### config.mk
export PLATFORM = sky130hd
export DESIGN_NAME = bcd_hex_counter_display
export DESIGN_NICKNAME = d
export VERILOG_FILES = /design/src/rtl/bcd_hex_counter_display.sv
export SDC_FILE = /design/constraint.sdc
export NUM_CORES = 1
export LEC_CHECK = 0
export BUFFER_PORTS_ARGS = -buffer_cell sky130_fd_sc_hd__buf_2
export CAP_MARGIN = 20
export CORE_MARGIN = 3
export CORE_UTILIZATION = 47
export DETAILED_ROUTE_END_ITERATION = 10
export PLACE_DENSITY = 0.66
export SYNTH_ARGS = -nofsm -noshare
export SYNTH_HDL_FRONTEND = slang
export SYNTH_SLANG_ARGS = --single-unit
### constraint.sdc
create_clock -name clk -period 3.11 [get_ports clk]
set_clock_uncertainty 0.2 [all_clocks]
set_input_delay 0.311 -clock clk [delete_from_list [all_inputs] [get_ports clk]]
set_output_delay 0.311 -clock clk [all_outputs]
set_load 0.005 [all_outputs]
### src/rtl/bcd_hex_counter_display.sv
// -----------------------------------------------------------------------------
// bcd_hex_counter_display
//
// Parametrised up/down digit counter with a multiplexed seven-segment driver.
// A free-running prescaler generates a one-cycle count tick every TICK_DIV
// clocks. The counter holds NDIG digits in base 16 or base 10 (MODE_BCD). It
// steps on an enabled tick and wraps at either end, pulsing tc on the wrap.
// A separate scan divider walks through the digits every SCAN_DIV clocks
// and drives registered active-low anode/cathode outputs. Leading zeros can
// optionally be blanked.
//
// Parameters
//   NDIG      number of digits (1..8)
//   MODE_BCD  0 = hex digits, 1 = decimal digits
//   TICK_DIV  clk cycles per count tick (>= 1)
//   SCAN_DIV  clk cycles per display digit slot (>= 1)
//   BLANK_LZ  1 = blank leading zero digits (digit 0 is always shown)
//
// Ports
//   clk       in   system clock, rising edge
//   reset     in   asynchronous active-low reset
//   en        in   count enable, sampled on tick
//   up_dn     in   1 = count up, 0 = count down, sampled on tick
//   load      in   synchronous load strobe (wins over a coincident tick)
//   load_val  in   load value, one nibble per digit, digit 0 in the LSBs
//   count     out  current counter value
//   tc        out  registered one-cycle wrap pulse
//   an        out  anode enables, active-low
//   seg       out  {dp,g,f,e,d,c,b,a}, active-low
// -----------------------------------------------------------------------------
module bcd_hex_counter_display #(
    parameter int NDIG     = 4,
    parameter int MODE_BCD = 0,
    parameter int TICK_DIV = 100000000,
    parameter int SCAN_DIV = 100000,
    parameter int BLANK_LZ = 0
) (
    input  logic              clk,
    input  logic              reset,
    input  logic              en,
    input  logic              up_dn,
    input  logic              load,
    input  logic [4*NDIG-1:0] load_val,
    output logic [4*NDIG-1:0] count,
    output logic              tc,
    output logic [NDIG-1:0]   an,
    output logic [7:0]        seg
);

    localparam int PW = (TICK_DIV > 1) ? $clog2(TICK_DIV) : 1;
    localparam int SW = (SCAN_DIV > 1) ? $clog2(SCAN_DIV) : 1;
    localparam int IW = (NDIG > 1) ? $clog2(NDIG) : 1;

    localparam logic [PW-1:0] PRE_LAST  = PW'(TICK_DIV - 1);
    localparam logic [SW-1:0] SCAN_LAST = SW'(SCAN_DIV - 1);
    localparam logic [IW-1:0] IDX_LAST  = IW'(NDIG - 1);
    localparam logic [3:0]    DMAX      = (MODE_BCD != 0) ? 4'd9 : 4'd15;

    // Active-low glyph for one digit value, bits {g,f,e,d,c,b,a}
    function automatic logic [6:0] glyph(input logic [3:0] v);
        logic [6:0] g;
        case (v)
            4'h0: g = 7'h40;
            4'h1: g = 7'h79;
            4'h2: g = 7'h24;
            4'h3: g = 7'h30;
            4'h4: g = 7'h19;
            4'h5: g = 7'h12;
            4'h6: g = 7'h02;
            4'h7: g = 7'h78;
            4'h8: g = 7'h00;
            4'h9: g = 7'h10;
            4'hA: g = 7'h08;
            4'hB: g = 7'h03;
            4'hC: g = 7'h46;
            4'hD: g = 7'h21;
            4'hE: g = 7'h06;
            default: g = 7'h0E;
        endcase
        return g;
    endfunction

    // ------------------------------------------------------------------
    // State
    // ------------------------------------------------------------------
    logic [PW-1:0]     pre_q,   pre_d;
    logic [SW-1:0]     scan_q,  scan_d;
    logic [IW-1:0]     idx_q,   idx_d;
    logic [4*NDIG-1:0] count_q, count_d;
    logic              tc_q,    tc_d;
    logic [NDIG-1:0]   an_q,    an_d;
    logic [7:0]        seg_q,   seg_d;

    logic              tick;
    logic              scan_adv;

    // ------------------------------------------------------------------
    // Prescaler and scan divider, both free running
    // ------------------------------------------------------------------
    always_comb begin
        tick     = (pre_q == PRE_LAST);
        pre_d    = tick ? '0 : pre_q + 1'b1;

        scan_adv = (scan_q == SCAN_LAST);
        scan_d   = scan_adv ? '0 : scan_q + 1'b1;
        idx_d    = idx_q;
        if (scan_adv) begin
            idx_d = (idx_q == IDX_LAST) ? '0 : idx_q + 1'b1;
        end
    end

    // ------------------------------------------------------------------
    // Counter: ripple carry/borrow through all digits in one cycle.
    // The carry that falls out of the top digit is the wrap indication.
    // ------------------------------------------------------------------
    logic [4*NDIG-1:0] cnt_step;
    logic [4*NDIG-1:0] ld_clamp;
    logic [3:0]        dig;
    logic [3:0]        ld_dig;
    logic              carry;

    always_comb begin
        cnt_step = count_q;
        carry    = 1'b1;
        dig      = '0;
        for (int i = 0; i < NDIG; i++) begin
            dig = count_q[4*i +: 4];
            if (carry) begin
                if (up_dn) begin
                    if (dig == DMAX) begin
                        dig = '0;
                    end else begin
                        dig   = dig + 4'd1;
                        carry = 1'b0;
                    end
                end else begin
                    if (dig == 4'd0) begin
                        dig = DMAX;
                    end else begin
                        dig   = dig - 4'd1;
                        carry = 1'b0;
                    end
                end
            end
            cnt_step[4*i +: 4] = dig;
        end
    end

    // Decimal mode never lets a non-decimal nibble into the counter
    always_comb begin
        ld_clamp = load_val;
        ld_dig   = '0;
        for (int i = 0; i < NDIG; i++) begin
            ld_dig = load_val[4*i +: 4];
            if ((MODE_BCD != 0) && (ld_dig > 4'd9)) begin
                ld_clamp[4*i +: 4] = 4'd9;
            end
        end
    end

    // Load has priority; a tick coinciding with load is dropped
    always_comb begin
        count_d = count_q;
        tc_d    = 1'b0;
        if (load) begin
            count_d = ld_clamp;
        end else if (tick && en) begin
            count_d = cnt_step;
            tc_d    = carry;
        end
    end

    // ------------------------------------------------------------------
    // Display: pick the scanned digit and build registered an/seg
    // ------------------------------------------------------------------
    logic [NDIG-1:0] blank_vec;
    logic            hi_zero;
    logic [3:0]      cur_dig;
    logic            cur_blank;

    // A digit is a leading zero when it and everything above it is zero
    always_comb begin
        blank_vec = '0;
        hi_zero   = 1'b1;
        for (int i = NDIG - 1; i >= 0; i--) begin
            hi_zero      = hi_zero && (count_q[4*i +: 4] == 4'd0);
            blank_vec[i] = (BLANK_LZ != 0) && (i > 0) && hi_zero;
        end
    end

    always_comb begin
        cur_dig   = '0;
        cur_blank = 1'b0;
        an_d      = '1;
        for (int i = 0; i < NDIG; i++) begin
            if (idx_q == IW'(i)) begin
                cur_dig   = count_q[4*i +: 4];
                cur_blank = blank_vec[i];
                an_d[i]   = 1'b0;
            end
        end
        seg_d = cur_blank ? 8'hFF : {1'b1, glyph(cur_dig)};
    end

    // ------------------------------------------------------------------
    // Registers
    // ------------------------------------------------------------------
    always_ff @(posedge clk or negedge reset) begin
        if (!reset) begin
            pre_q   <= '0;
            scan_q  <= '0;
            idx_q   <= '0;
            count_q <= '0;
            tc_q    <= 1'b0;
            an_q    <= '1;
            seg_q   <= 8'hFF;
        end else begin
            pre_q   <= pre_d;
            scan_q  <= scan_d;
            idx_q   <= idx_d;
            count_q <= count_d;
            tc_q    <= tc_d;
            an_q    <= an_d;
            seg_q   <= seg_d;
        end
    end

    assign count = count_q;
    assign tc    = tc_q;
    assign an    = an_q;
    assign seg   = seg_q;

endmodule
After elaboration in Yosys (flattened, before gate mapping)

Memories as Yosys holds them, arrays and structs flattened. A register that Yosys moved wholly into a read port is not among the register bits.
Index checks and enable logic that the tools add are counted.

Flip-flop bits (word level): 67
Latch bits: 0
Bits in writable memories: 0
ROM bits: 112
Logic and storage cells: 89
Memories kept: 1

Memories:

| name            | depth | width | rd ports | clocked after memory_dff | wr ports | line | RTL |
|---|---|---|---|---|---|---|---|
| (no name shown) | 16    | 7     | 1        | 1                        | 0        | 62   | `case (v)` |

$add $sub $neg: 11
Multipliers: 0
Divide/modulo/power cells: 0
$lt $le $gt $ge: 0
Equality and inequality tests: 9
Shift-type cells: 0
Mux-type cells: 45
Bitwise operators: 0
Reductions and logical operators: 14

Operators by type and width:

| operator              | count |
|---|---|
| $mux 4                | 19 |
| $mux 16               | 2 |
| $add 27x1->27 const B | 1 |
| $eq 27x27->1 const B  | 1 |
| $mux 27               | 1 |
| $mux 1                | 21 |
| $add 17x1->17 const B | 1 |
| $eq 17x17->1 const B  | 1 |
| $mux 17               | 1 |
| $add 4x1->4 const B   | 4 |
| $eq 4x4->1 const B    | 4 |
| $logic_not 4->1       | 4 |
| $sub 4x1->4 const B   | 4 |
| $reduce_bool 2->1     | 4 |
| $reduce_and 2->1      | 3 |
| $eq 2x2->1 const B    | 2 |
| $add 2x1->2 const B   | 1 |
| $eq 2x1->1 const B    | 1 |
| $logic_not 2->1       | 1 |
| $mux 2                | 1 |
| $logic_and 1x1->1     | 1 |
| $logic_not 1->1       | 1 |

Logic depth before layout (Yosys ltp)

Gate-level depths: netlist of the first run.

Depth after elaboration: 8
Gate-level depth with buffers: 11

Worst setup path before layout of the first run

OpenSTA, ideal clock, no wires.

Path kind: reg2reg
Start: register idx_q[0]
End: register seg_q[3] (netlist: seg[3])
Setup time: 0.094 ns
Arrival time: 2.191 ns
Required time: 2.816 ns
Slack: 0.626 ns
Cell stages (with the launch flop): 9
Buffers on the path: 1
Cells stage by stage: dfrtp_1 -> ha_1 -> clkbuf_1 -> a21oi_1 -> o31ai_1 -> a22oi_1 -> inv_1 -> ha_1 -> mux4_2

Cells in the longest elaborated chain, start to end: 5
Elaborated cells between the ends (all ways): 8
Those cells by class: eq/ne (3); mux (4); reduce/logical (1)

Ends and longest elaborated chain:

| item                   | line | RTL |
|---|---|---|
| start, declared        | 88   | `logic [IW-1:0] idx_q, idx_d;` |
| start signal, assigned | 220  | `idx_q <= idx_d;` |
| $logic_not 2->1        | 196  | `if (idx_q == IW'(i)) begin` |
| $mux 4 (3 in a row)    | 196  |  |
| $mux 4 *               | 196  |  |
| end, declared          | 92   | `logic [7:0] seg_q, seg_d;` |

Every way passes the cells marked *; elsewhere a longest branch is shown, timed or not.
A chain may end at the register's enable or synchronous reset.

Worst setup path in the final report of the first run

Start: register count_q[0] (netlist: count[0])
End: register count_q[10] (netlist: count[10])

Cells in the longest elaborated chain, start to end: 6
Elaborated cells between the ends (all ways): 8
Those cells by class: eq/ne (1); mux (4); reduce/logical (3)

Ends and longest elaborated chain:

| item                                                 | line     | RTL |
|---|---|---|
| start, declared                                      | 89       | `logic [4*NDIG-1:0] count_q, count_d;` |
| start signal, assigned                               | 221      | `count_q <= count_d;` |
| $eq 4x4->1 / $logic_not 4->1 (equally long branches) | --       |  |
| $mux 1 (on tied branches)                            | 130, 137 |  |
| $mux 1 *                                             | 129      | `if (up_dn) begin` |
| $mux 1 *                                             | 128      | `if (carry) begin` |
| $reduce_bool 2->1 (no source line) *                 | --       |  |
| $reduce_and 2->1 (no source line) *                  | --       |  |

Marked as above.

==> results by stage, run 1 <==
Run status:
- The run finished with clean final reports.

GRT:
- For this run, the total global-route usage over all layers was measured as 0.187.
- After global routing the overflow that remains totals 0.
- The number of global-route vias before repair is 3,376.
- The largest net degree at the start of global routing is 39.
- The initial antenna violation count came to 0.
- The first global-routing pass estimated 16.0 mm of wire.

Placement:
- The final RePlAce weighted congestion is 0.881.
- The count of buffers added on input and output ports is 48.
- The worst slack at placement is 423 ps.
- After legalization and detailed placement, the total HPWL measured 6.50 mm.

Synth:
- Synthesis produced 463 cells.
- The proportion of netlist area held by the largest area contributor is 0.357.
- Ranked by instance count, the synthesized netlist is headed by sky130_fd_sc_hd__dfrtp_1 (63), sky130_fd_sc_hd__nor2_1 (40), sky130_fd_sc_hd__nand2_1 (35), sky130_fd_sc_hd__inv_1 (25), sky130_fd_sc_hd__nand3_1 (24).
- The post-synthesis cell type count is 65.
- The number of storage elements in the synthesis netlist is 74.
- The cell with the most instances after synthesis is sky130_fd_sc_hd__dfrtp_1.
- Yosys printed 0 warnings.
- The synthesized design spends more area on one cell type than any other, namely sky130_fd_sc_hd__dfrtp_1.
- Counting every net in the synthesized netlist gives 504.
- The netlist area before placement is 4420 µm².
- The average size of a mapped cell is 9.54 µm².
- The fraction of synthesis flops using an asynchronous set or reset pin is 1.00.
- The leading register cell type out of synthesis is sky130_fd_sc_hd__dfrtp_1.
- For this run, the register share of the synthesized area comes to 0.422.
- The synthesized design contains 0 enable-type register cells.
- Yosys attributes the largest share of cell area to sky130_fd_sc_hd__dfrtp_1 (36%), sky130_fd_sc_hd__dfstp_2 (6.5%), sky130_fd_sc_hd__ha_1 (5.7%).

Timing:
- The tightest hold margin is 9.27 ps.
- Setup repair after global routing left no endpoint under its margin.
- For this run, the top clock speed supported by timing is 365 MHz.
- The worst-case headroom to the max-slew limit is 0.437.
- The max-slew violation count came to 0.
- The total negative setup slack is 0 ps.
- After layout, the worst setup slack is 373 ps.
- The time the final worst path needs with I/O delays and setup is 2740 ps.
- Setup violations remaining at the end of the flow were counted as 0.
- The transition at the pin with the smallest max-transition slack is 845 ps.
- Of the available clock period, the critical path in the final layout requires 0.880.
- The final hold violation count is 0.

Clocking:
- The H-tree was split into 3 levels.
- After clock tree synthesis, the clock-pin slew on the worst setup and hold paths is 90 ps.
- The later pin in the worst-skew pair is clocked with a latency of 350 ps.
- The maximum clock insertion buffer count is 2.
- The number of setup buffers added after CTS is 0.
- CTS placed an instance of sky130_fd_sc_hd__clkbuf_8 at the clock tree root.
- TritonCTS created 9 clock buffers.
- TritonCTS built the clock tree.
- The number of gates resized after CTS was 0.
- Counting every sink on the clock net gives 74.

Drt:
- In the routed design, unresolved DRC markers number 0.
- The detailed router's first-iteration violation count is 182.
- The routed wirelength normalized by instance count is 14.6 µm.
- After detailed routing, the number of vias per cell comes to 5.62.
- The iteration count of the initial detailed-routing pass is 4.
- The final route contains 3,546 vias.
- Once detail routing completed, the nets flagged for antenna violations numbered 0.
- The final wirelength is 9.23 mm.

Layout:
- The area overhead of the layout relative to synthesis is 15.8%.
- The sequential standard cell area is 1870 µm².
- The area taken by multi-input logic gates is 2340 µm².
- The layout has 794 filler cells.
- The number of nets in the final layout is 559.
- The count of inserted antenna diode cells is 0.
- Of the cells placed in the final design, the portion with a size suffix greater than 1 is 0.187.

Floorplan:
- The die covers 10,600 µm².
- For this configuration, the core starts out at a cell density of 0.495.
- 50 I/O pins were placed.
- The die is 103 µm wide.
- The initialized floorplan defines 34 standard-cell rows.
- The standard cell core area is 8930 µm².
- The overall die height is 103 µm.

Setup path:
- The worst setup path is launched from a flip-flop.
- The arrival time of data at the critical path endpoint is 2820 ps.
- For the worst setup path, the data required time is 3190 ps.
- The startpoint identified for the worst register-to-register timing path is count[0]$_DFFE_PN0P_.
- The critical path in this run is classified as reg2reg.
- The critical path starts at count[0]$_DFFE_PN0P_.
- The biggest fanout along the worst timing path is 8.
- The worst setup path is captured at a flip-flop.

Pwr:
- VDD sags by at most 0.000216 V.
- The reported leakage power is 2.33 nW.
- The power density of the placed cells is 427 nW/µm².

Flow run:
- The number of maximum-capacitance violations is 0.

Hold path:
- The kind of path behind the tightest hold check is in2reg.
- The hold path startpoint is load_val[10].
==> layer usage <==
layer | up-vias | GRT usage | part of all wire
met5 | - | 0 | 0
met2 | 98 | 0.316 | 0.49
li1 | 1746 | - | -
met4 | 0 | 0.0478 | 0.010
met1 | 1689 | 0.246 | 0.46
met3 | 13 | 0.0392 | 0.046
==> per-stage QoR <==
stage / instance area (µm²) / instances / util / power [mW]
global route: 5120 / 631 / 0.573 / 2.30
floorplan: 4420 / 463 / - / 1.24
finish: 5120 / 631 / 0.573 / 2.18
CTS: 5120 / 631 / 0.573 / 2.21
detailed placement: 4760 / 603 / 0.533 / 1.35
global placement: 4760 / 603 / 0.533 / 1.35
==> cells in the final DEF (no fill, tap or decap), drive strengths merged, types with 8 or more instances in the layout <==
cell type	n
buf	58
xnor2	23
dlygate4sd3	12
nor2	40
and4	9
clkbuf	13
and3	14
dfstp	11
dfrtp	63
nand3	25
xor2	21
nand4	8
o21ai	21
nand2	35
ha	20
mux2i	16
inv	26
a21oi	17
==> worst paths after layout <==
path / end / slack, ps / cells past startpoint
max reg2reg: count[10]$_DFFE_PN0P_ / 370 / 7
min in group asynchronous: count[9]$_DFFE_PN0P_ / 390 / 2
max in group asynchronous: pre_q[2]$_DFF_PN0_ / 1610 / 3
min: count[10]$_DFFE_PN0P_ / 9 / 3
max: count[10]$_DFFE_PN0P_ / 370 / 7
min reg2reg: scan_q[13]$_DFF_PN0_ / 300 / 1
==> report_power, final <==
part	switching [mW]	internal, mW	total [mW]
combinational	0.147	0.139	0.287
clock	0.377	0.461	0.837
sequential	0.0555	1.00	1.06
total	0.579	1.60	2.18
==> cells by family after synthesis <==
| group | synth area share |
|---|---|
| simple gates | 0.227 |
| mux | 0.0490 |
| other cells | 0.000849 |
| fa+ha+maj | 0.0566 |
| flops | 0.422 |
| buf+inv | 0.0481 |
| compound gates | 0.109 |
| xor+xnor | 0.0872 |
==> area by class of cell <==
type,count,share of cell area
clock buffers,13,0.0416
clock inverters,3,0.00440
inverters,25,0.0183
multi-input cells,338,0.457
flip-flops and latches,74,0.364
well taps,108,0.0264
repair buffers,70,0.0875
==> state kept, by name, indices dropped and copies added, names as in the netlist <==
register / flops
an: 4
count: 16
idx_q: 2
pre_q: 27
scan_q: 17
seg: 7
tc: 1
==> timing repair <==
| item | 4_1_cts | 5_1_grt |
|---|---|---|
| endpoints found under the hold margin | 37 | 0 |
| hold buffers | 12 | 0 |
| setup endpoints to repair | 0 | 0 |
==> worst max-delay path, cell delays in order (launching register included) <==
cell and delay, ps:
sky130_fd_sc_hd__dfrtp_1 470, sky130_fd_sc_hd__inv_1 150, sky130_fd_sc_hd__ha_1 210, sky130_fd_sc_hd__nor4b_1 380, sky130_fd_sc_hd__o22ai_1 170, sky130_fd_sc_hd__or4_1 550
sky130_fd_sc_hd__or3_1 390, sky130_fd_sc_hd__a31oi_1 160
No activity file was read; power rests on OpenSTA's default activity.
==> inputs of run 2 (changes only) <==
- CELL_PAD_IN_SITES_DETAIL_PLACEMENT: default -> 1
- CELL_PAD_IN_SITES_GLOBAL_PLACEMENT: default -> 2
- CORE_UTILIZATION: 47 -> 37
- PLACE_DENSITY: 0.66 -> default
- PLACE_DENSITY_LB_ADDON: default -> 0.1
==> run 2 against run 1 <==
Compared with the run above:
- count of clock-buffer cells in the layout decreased by 1
- global-route usage decreased by 1.4 points
- first-iteration DRC count decreased by 2.7%
- via count decreased by 0.68%
- flip-flop and latch count unchanged
- register-to-register slack got worse by 40 ps
- critical path depth unchanged
- non-clock buffer count increased by 1
- power increased by 11%
- clock power increased by 27%
- wire length increased by 15%
- largest cell class unchanged
- highest routed layer unchanged
==> results by stage, run 2 (synthesis results as in run 1) <==
Clocking:
- TritonCTS built the clock tree.
- The number of setup buffers added after CTS is 0 (unchanged).
- The maximum clock insertion buffer count was 2 (unchanged).
- The clock slew seen by the registers of the worst setup and hold paths came to 60 ps (-30 ps).
- The depth of the CTS H-tree is 3 (unchanged).
- In this run the clock root is driven by a sky130_fd_sc_hd__clkbuf_16.
- The TritonCTS buffer count is 9 (unchanged).
- The number of instances resized during post-cts repair is 0 (unchanged).
- The hold-fix buffer count after cts was 8 (-4).
- The clock sink count is 74 (unchanged).
- The source-to-sink clock delay at the later pin of the worst-skew pair is 340 ps (about the same).

Floorplan:
- The I/O pin count is 50 (unchanged).
- The area enclosed by the die boundary is 13,300 µm² (+25%).
- The initial core utilization is 0.382 (-0.113).
- The standard cell core area is 11,600 µm² (+29%).
- The row count is 39 (+15%).
- The overall die height came to 115 µm (+12%).
- The horizontal die dimension is 115 µm (+12%).

Timing:
- The fmax is 361 MHz (-1.3%).
- The post-route fraction of the period consumed by the critical path is 0.892 (+0.0114).
- The total negative setup slack is 0 ps (unchanged).
- The worst-case headroom to the max-slew limit is 0.364 (-0.0725).
- The max-slew violation count is 0 (unchanged).
- The transition at the pin with the smallest max-transition slack is 954 ps (+109 ps).
- The time the final worst path needs with I/O delays and setup is 2770 ps (+35.5 ps).
- Setup repair after global routing left no endpoint under its margin.
- The number of setup violations in the final report is 0 (unchanged).
- The final hold violation count is 0 (unchanged).

Pwr:
- The share of total power in sequential cells was 0.434 (-0.051).
- The power density of the placed cells was 464 nW/µm² (+8.7%).
- The fraction of power spent switching nets is 0.251 (-0.0144).
- The switching power is 608 µW (+4.9%).
- The part of the power in the clock network was 0.439 (+0.055).
- The worst vdd rail ir drop is 0.000350 V (+62%).
- The reported leakage power is 2.36 nW (+1.5%).
- The internal power contribution is 1.81 mW (+13%).
- The combinational share of power is 0.127 (-0.004).

Placement:
- The HPWL after detailed placement is 7.57 mm (+17%).
- The final RePlAce weighted congestion is 0.762 (-14%).
- The cell area reported after detailed placement is 4830 µm² (+1.3%).
- The number of buffers added on ports is 48 (unchanged).

Drt:
- The routed wirelength normalized by instance count is 15.9 µm (+9.0%).
- The routed metal-1 wire length is 4.98 mm (+19%).
- The average via count per standard cell is 5.28 (-6.0%).
- The iteration count of the initial detailed-routing pass is 4 (unchanged).
- The detailed route wirelength on metal3 is 307 µm (-27%).
- The detailed router used layers up to and including met4.
- The met2 wirelength from detailed routing was 5.24 mm (+16%).
- The post-detailed-route DRC marker count is 0 (unchanged).
- The detailed router's first-iteration violation count is 177 (-2.7%).
- The number of nets still failing antenna checks after routing came to 0 (unchanged).
- The final wirelength came to 10.6 mm (+15%).
- The count of vias placed by the detailed router is 3,522 (-0.68%).

Setup path:
- The kind of critical path is reg2reg.
- The arrival time of data at the critical path endpoint is 2830 ps (about the same).
- The slack of the worst reg-to-reg path was 340 ps (-40 ps).
- The kind of end point of the critical path is a flip-flop.
- The slowest stage of the critical path is the sky130_fd_sc_hd__or4_1 cell.
- The data required time of the critical path was 3170 ps (-20 ps).
- The biggest fanout along the worst timing path is 8 (unchanged).
- The startpoint kind of the worst setup timing path is a flip-flop.
- The maximum cell stage delay along the critical path is 570 ps (+20 ps).
- The signal on the critical path passes through inv_1, ha_1, nor4b_1, o22ai_1, or4_1, or3_1, a31oi_1.

Flow run:
- The number of maximum-capacitance violations came to 0 (unchanged).

Layout:
- The count of inserted antenna diode cells is 0 (unchanged).
- The number of filler cells placed in the layout is 1,330 (+68%).
- Leaving out fill and tap cells, the most frequent cell in the layout is sky130_fd_sc_hd__dfrtp_1.
- The sequential standard cell area is 1870 µm² (unchanged).
- The number of nets in the final layout is 560 (+0.18%).
- The final design area excluding fillers is 5220 µm² (+2.0%).
- The proportion of layout cells with a drive suffix above 1 was 0.193 (+0.00537).
- From synthesis to final layout, the design area changed by 18.2%.
- The area taken by multi-input logic gates was 2340 µm² (unchanged).
- The number of flip-flops in the largest register is 27 (unchanged).
- The top register by number of flip-flops is pre_q.
- Leaving out fill and tap cells, the most frequent cells in the layout are sky130_fd_sc_hd__dfrtp_1 (63), sky130_fd_sc_hd__buf_2 (47), sky130_fd_sc_hd__nor2_1 (40).

GRT:
- The remaining global-route overflow is 0 (unchanged).
- The initial antenna violation count is 0 (unchanged).
- The number of global-route vias before repair was 3,670 (+8.7%).
- The largest net degree at the start of global routing is 75 (+92%).
- The first-pass GRT wire length is 18.4 mm (+15%).
- The overall routing resource usage came to 0.174 (-0.0137).

Run status:
- The run finished with clean final reports.

Hold path:
- The min-delay analysis places its worst path in the category in2reg.
[run 2: cell count changes in the layout (fill, tap and decap cells not counted), sizes merged]
cell,before,now
bufinv,0,1
clkbuf,13,12
buf,58,62
dlygate4sd3,12,9
[run 2: through the flow]
stage               instances   util  setup WS, ps  hold WS (ps)  total power [mW]
CTS                       666  0.451           316          3.09              2.47
floorplan                 463      -           626          -185              1.24
global placement          642  0.417           439           278              1.36
detailed placement        642  0.417           366           286              1.37
finish                    667  0.452           337          5.56              2.42
global route              667  0.452           135          27.1              2.55
[run 2: critical path: cells and delay by family (launching register included)]
kind,cells,cell delay [ps]
compound gates,2,330
fa+ha+maj,1,240
buf+inv,1,150
flops,1,450
simple gates,3,1330
[run 2: power by group through the flow]
stage	clock, mW	sequential [mW]	combinational, mW
finish	1.06	1.05	0.308
global route	1.14	1.06	0.352
CTS	1.10	1.05	0.314
detailed placement	0	1.07	0.303
global placement	0	1.07	0.298
floorplan	0	1.05	0.187
[run 2: path summary, 6_finish.rpt]
check                                startpoint                    end  cells after the start
max                        count[0]$_DFFE_PN0P_  count[10]$_DFFE_PN0P_                      7
min                                 load_val[1]   count[1]$_DFFE_PN0P_                      3
max reg2reg                count[0]$_DFFE_PN0P_  count[10]$_DFFE_PN0P_                      7
min reg2reg                 scan_q[0]$_DFF_PN0_    scan_q[0]$_DFF_PN0_                      1
max in group asynchronous                 reset   idx_q[1]$_DFFE_PN0N_                      2
min in group asynchronous                 reset  count[11]$_DFFE_PN0P_                      2
[run 2: layout make-up]
cell class	count	area share
Tap cell	143	0.0343
Clock buffer	12	0.0491
Sequential cell	74	0.357
Timing Repair Buffer	71	0.0839
Clock inverter	4	0.00934
Multi-Input combinational cell	338	0.448
Inverter	25	0.0180
[run 2: metal layers]
layer | vias up | track usage
li1 | 1747 | -
met5 | - | 0
met1 | 1727 | 0.222
met2 | 39 | 0.296
met4 | 0 | 0.0399
met3 | 9 | 0.0432
